**config.mk**
```make
export PLATFORM = sky130hd
export DESIGN_NAME = johnson_ring_counter_param
export DESIGN_NICKNAME = d
export VERILOG_FILES = /design/src/rtl/jrc_pkg.sv /design/src/rtl/jrc_phase_decode.sv /design/src/rtl/johnson_ring_counter_param.sv
export SDC_FILE = /design/constraint.sdc
export NUM_CORES = 1
export LEC_CHECK = 0
export CORE_MARGIN = 3
export CORE_UTILIZATION = 48
export DETAILED_ROUTE_END_ITERATION = 8
export GPL_TIMING_DRIVEN = 0
export PLACE_DENSITY = 0.83
export REMOVE_ABC_BUFFERS = 1
export SYNTH_ARGS = -nofsm -noshare
export SYNTH_HDL_FRONTEND = slang
export SYNTH_SLANG_ARGS = --single-unit
```
**constraint.sdc**
```tcl
create_clock -name clk -period 3.9 [get_ports clk]
set_clock_uncertainty 0.15 [all_clocks]
set_input_delay 0.585 -clock clk [delete_from_list [all_inputs] [get_ports clk]]
set_output_delay 0.585 -clock clk [all_outputs]
set_load 0.03 [all_outputs]
```
**src/rtl/jrc_pkg.sv**
```systemverilog
// Shared mode encodings and home/legality helpers for the Johnson/ring sequencer.
// Vectors are carried at a fixed maximum width; callers pass their real width.
package jrc_pkg;
   localparam logic MODE_JOHNSON = 1'b0;
   localparam logic MODE_RING    = 1'b1;
   localparam int   JRC_MAX_W    = 64;

   typedef logic [JRC_MAX_W-1:0] jrc_vec_t;

   function automatic jrc_vec_t jrc_home(input logic mode);
      return (mode == MODE_RING) ? jrc_vec_t'(1) : '0;
   endfunction

   // Johnson: q is 2^k-1 (ones from LSB) or its complement (ones from MSB).
   // Ring: exactly one bit set.
   function automatic logic jrc_legal(input jrc_vec_t q, input logic mode, input int w);
      jrc_vec_t mask;
      jrc_vec_t qm;
      jrc_vec_t inv;
      mask = (w >= JRC_MAX_W) ? '1 : ((jrc_vec_t'(1) << w) - jrc_vec_t'(1));
      qm   = q & mask;
      inv  = ~qm & mask;
      if (mode == MODE_RING)
         return (qm != '0) && ((qm & (qm - jrc_vec_t'(1))) == '0);
      return ((qm & (qm + jrc_vec_t'(1))) == '0) || ((inv & (inv + jrc_vec_t'(1))) == '0);
   endfunction
endpackage

```
**src/rtl/jrc_phase_decode.sv**
```systemverilog
// Combinational decode of counter state into its binary phase index plus a legality flag.
// Illegal states report phase 0.
module jrc_phase_decode
   import jrc_pkg::*;
#(
   parameter int W       = 8,
   parameter int PHASE_W = $clog2(2*W)
) (
   input  logic [W-1:0]       q_i,
   input  logic               mode_i,
   output logic [PHASE_W-1:0] phase_o,
   output logic               legal_o
);
   int pc;

   always_comb begin
      legal_o = jrc_legal(jrc_vec_t'(q_i), mode_i, W);
      pc      = $countones(q_i);
      phase_o = '0;
      if (legal_o) begin
         if (mode_i == MODE_JOHNSON) begin
            phase_o = q_i[W-1] ? PHASE_W'(2*W - pc) : PHASE_W'(pc);
         end else begin
            for (int i = 0; i < W; i++)
               if (q_i[i]) phase_o = PHASE_W'(i);
         end
      end
   end
endmodule

```
**src/rtl/johnson_ring_counter_param.sv**
```systemverilog
// Parametrised Johnson / one-hot ring sequencer with up/down stepping, load, wrap pulse
// and sticky error flag; illegal states self-correct to the mode's home pattern.
module johnson_ring_counter_param
   import jrc_pkg::*;
#(
   parameter  int W       = 8,
   localparam int PHASE_W = $clog2(2*W)
) (
   input  logic               clk,
   input  logic               rst,
   input  logic               en,
   input  logic               dir,
   input  logic               mode,
   input  logic               clr,
   input  logic               load,
   input  logic [W-1:0]       load_val,
   output logic [W-1:0]       q,
   output logic [PHASE_W-1:0] phase,
   output logic               wrap,
   output logic               err
);
   localparam logic [PHASE_W-1:0] LAST_JOHNSON = PHASE_W'(2*W - 1);
   localparam logic [PHASE_W-1:0] LAST_RING    = PHASE_W'(W - 1);

   logic [W-1:0] q_q, q_d;
   logic         mode_q, mode_d;
   logic         wrap_q, wrap_d;
   logic         err_q, err_d;
   logic         q_legal;
   logic         load_legal;
   logic [W-1:0] home;
   logic [PHASE_W-1:0] last_phase;

   jrc_phase_decode #(.W(W), .PHASE_W(PHASE_W)) u_decode (
      .q_i     (q_q),
      .mode_i  (mode_q),
      .phase_o (phase),
      .legal_o (q_legal)
   );

   always_comb begin
      q_d        = q_q;
      mode_d     = mode_q;
      wrap_d     = 1'b0;
      err_d      = err_q;
      home       = W'(jrc_home(mode));
      load_legal = jrc_legal(jrc_vec_t'(load_val), mode, W);
      last_phase = (mode_q == MODE_RING) ? LAST_RING : LAST_JOHNSON;

      if (mode != mode_q) begin
         q_d    = home;
         mode_d = mode;
      end else if (clr) begin
         q_d = home;
      end else if (load) begin
         if (load_legal) q_d   = load_val;
         else            err_d = 1'b1;
      end else if (!q_legal) begin
         q_d   = home;
         err_d = 1'b1;
      end else if (en) begin
         // The only difference between the two sequences is the inverted feedback bit.
         if (!dir) begin
            q_d    = {q_q[W-2:0], (mode_q == MODE_RING) ? q_q[W-1] : ~q_q[W-1]};
            wrap_d = (phase == last_phase);
         end else begin
            q_d    = {(mode_q == MODE_RING) ? q_q[0] : ~q_q[0], q_q[W-1:1]};
            wrap_d = (phase == '0);
         end
      end
   end

   always_ff @(posedge clk) begin
      if (rst) begin
         q_q    <= W'(jrc_home(mode));
         mode_q <= mode;
         wrap_q <= 1'b0;
         err_q  <= 1'b0;
      end else begin
         q_q    <= q_d;
         mode_q <= mode_d;
         wrap_q <= wrap_d;
         err_q  <= err_d;
      end
   end

   assign q    = q_q;
   assign wrap = wrap_q;
   assign err  = err_q;
endmodule

```
==> metrics.yaml <==
synth:
  synth_commonest_cells: "inv_1 (21), ha_1 (15), nand2_1 (15)"
  yosysTopAreaCellShare: 0.172
  ys.flop_type: "edfxtp_1"
  synth_area_leader_cell: "edfxtp_1"
  synth_cell_types: 50
  syn_avg_cell_area_um2: 8.28
  synthTopCellsByArea: "edfxtp_1 (17%), ha_1 (12%), mux2i_1 (5.7%)"
  syn_inst: 190
  ys_warn_count: 0
  ys_ff_latch: 11
  async_reset_ff_frac: 0
  yosysMostFrequentCell: "inv_1"
  synth_edf_count: 9
  ys_seq_area_frac: 0.197
  netlist_area_um2: 1570
clocking:
  root_buffer: "clkbuf_4"
  clock_latency_ns: 0.27
  cts_tree: "done"
  clock_sinks: 11
  path_clk_slew_ns: 0.07
  htree_levels: 1
  cts_made_buffers: 3
  clockBufferDepth: 2
routing:
  via_count: 1607
  viasPerCell: 5.68
  drtIter0Drc: 117
  drc: 0
  met3RoutedLength_um: 176
  top_layer: "met4"
  drtPass1Iterations: 4
  ant_nets: 0
  drt-met1-wl_mm: 1.72
  drt-total-wl_mm: 4.23
  wl_met2_mm: 2.17
  avgRoutedWirePerCell_um: 14.9
setup_path:
  slowest_stage: "fa_2"
  crit_buf_inv: 3
  arrival_ns: 3.54
  end_kind: "output pin"
  crit_fanout: 4
  required_ns: 3.16
  critical-path-top-delay-family: "adder cells"
  max_stage_delay_ns: 0.62
  regToRegSetupSlack_ns: -0.16
  reg2reg_from: "q[2]"
  crit_start: "q[2]"
  cp-start-kind: "register"
  path_cells: "ha_4 -> fa_1 -> fa_2 -> ha_4 -> inv_2 -> fa_1 -> buf_4 -> xnor2_2 -> o21ai_2 -> nor2_1 -> buf_4"
  crit_type: "reg2out"
global_routing:
  grt_usage: 0.207
  grt_start_max_net_pins: 20
  antenna_found_initial: 0
  grt_pass1_vias: 1559
  grt_first_pass_wirelength_mm: 6.75
  overflow: 0
worst_hold_path:
  hp-class: "reg2reg"
  hp-start: "err"
status:
  failed_checks: "negative setup slack"
  status: "complete, but fails checks"
sta:
  setup_ws_ns: -0.379
  tightest_slew_ns: 0.915
  fmax_ghz: 0.234
  min_period_ns: 4.28
  slew_headroom: 0.389
  period_share: 1.10
  drv_slew: 0
  rsz0062_at_grt: "yes"
  hold_violations: 0
  whs_ns: 0.342
  setup-violations-final: 4
floorplan:
  core_area_um2: 3080
  start_util: 0.511
  rows: 20
  dieHeight_um: 63.2
  die_area_um2: 4000
  io_pins: 29
  die_x_um: 63.2
placement:
  place_congestion: 0.830
  placement.io_buffers: 28
  post-place-ws_ns: -0.786
  post-dp-hpwl_mm: 2.67
cells_and_area:
  nNetsFinal: 274
  drive_gt1_frac: 0.289
  syn_to_final_growth_pct: 38.8
  n_antenna_cell: 0
  fillers: 241
power_and_ir_drop:
  leakage_nw: 0.896
  cellPowerDensity_nw_per_um2: 293
  ir_drop_mv: 0.193
job:
  max_cap_viol_count: 0
## registers in the layout, summed over array words and instances, names as in the netlist
| name | flops |
|---|---|
| q | 8 |
| err | 1 |
| mode_q | 1 |
| wrap | 1 |
## worst paths after layout
check | to | depth (start not counted)
setup / recovery | phase[2] | 11
hold / removal | err | 2
setup reg to reg | wrap | 13
hold reg to reg | err | 2
## through the flow
stage / TNS, ns / utilization / cell area [um2] / power (mW) / std cells
global placement: -1.94 / 0.599 / 1840 / 0.466 / 251
global route: -1.42 / 0.709 / 2180 / 0.691 / 283
floorplan: -0.670 / - / 1510 / 0.371 / 179
detailed placement: -2.15 / 0.599 / 1840 / 0.475 / 251
CTS: -0.785 / 0.682 / 2100 / 0.593 / 279
finish: -0.922 / 0.709 / 2180 / 0.640 / 283
## report_power, final
group | internal (mW) | total [mW] | switching [mW]
combinational | 0.185 | 0.405 | 0.220
clock | 0.0396 | 0.0767 | 0.0371
sequential | 0.139 | 0.158 | 0.0193
total | 0.363 | 0.640 | 0.277
## repair_timing
action	CTS	global route
pin swaps	9	5
endpoints found under the setup margin	5	5
hold buffers	0	0
resized for setup	37	15
buffers inserted	24	7
hold endpoints to repair	0	0
## cell type report
cell class	instances	area (um2)	share of cell area
Sequential cell	11	310	0.142
Multi-Input combinational cell	145	1220	0.557
Inverter	23	86.3	0.0395
Timing Repair Buffer	56	489	0.224
Clock buffer	4	26.3	0.0120
Tap cell	44	55.1	0.0252
## cell usage in the layout (no fill, tap or decap), types with 3 or more instances in the layout
cell type,instances
o21ai_0,3
nand4_1,3
inv_2,13
clkdlybuf4s50_1,24
or3_1,11
nand2_1,15
a31oi_1,7
buf_4,29
o211ai_1,4
nor2_1,12
a21oi_1,10
nand2b_1,5
inv_1,10
xor2_1,3
mux2i_1,9
ha_1,8
nand3_1,3
nor3_1,3
clkbuf_4,3
ha_4,6
edfxtp_1,9
## per-layer routing
layer	GRT usage	vias up
li1	-	785
met1	0.238	753
met2	0.383	52
met3	0.0160	17
met4	0.0970	0
met5	0	-
## worst reg2reg max path, cell delays in order (launching register included)
cell,delay (ns)
edfxtp_1,0.49
ha_4,0.23
fa_1,0.52
fa_2,0.62
ha_4,0.13
inv_2,0.03
fa_1,0.48
buf_4,0.16
xnor2_2,0.12
o21ai_2,0.18
buf_4,0.15
nand4_1,0.09
or4b_4,0.51
a21oi_2,0.13
## cells by family (layout without fill, tap and decap cells)
kind of cell,after synthesis,after routing,share of synthesized area
compound gates,48,48,0.219
xor+xnor,6,6,0.0334
fa+ha+maj,19,19,0.170
buf+inv,34,83,0.0963
flops,11,11,0.197
mux,10,10,0.0644
simple gates,62,62,0.220
Note: power is estimated with default switching activity, not from simulation.
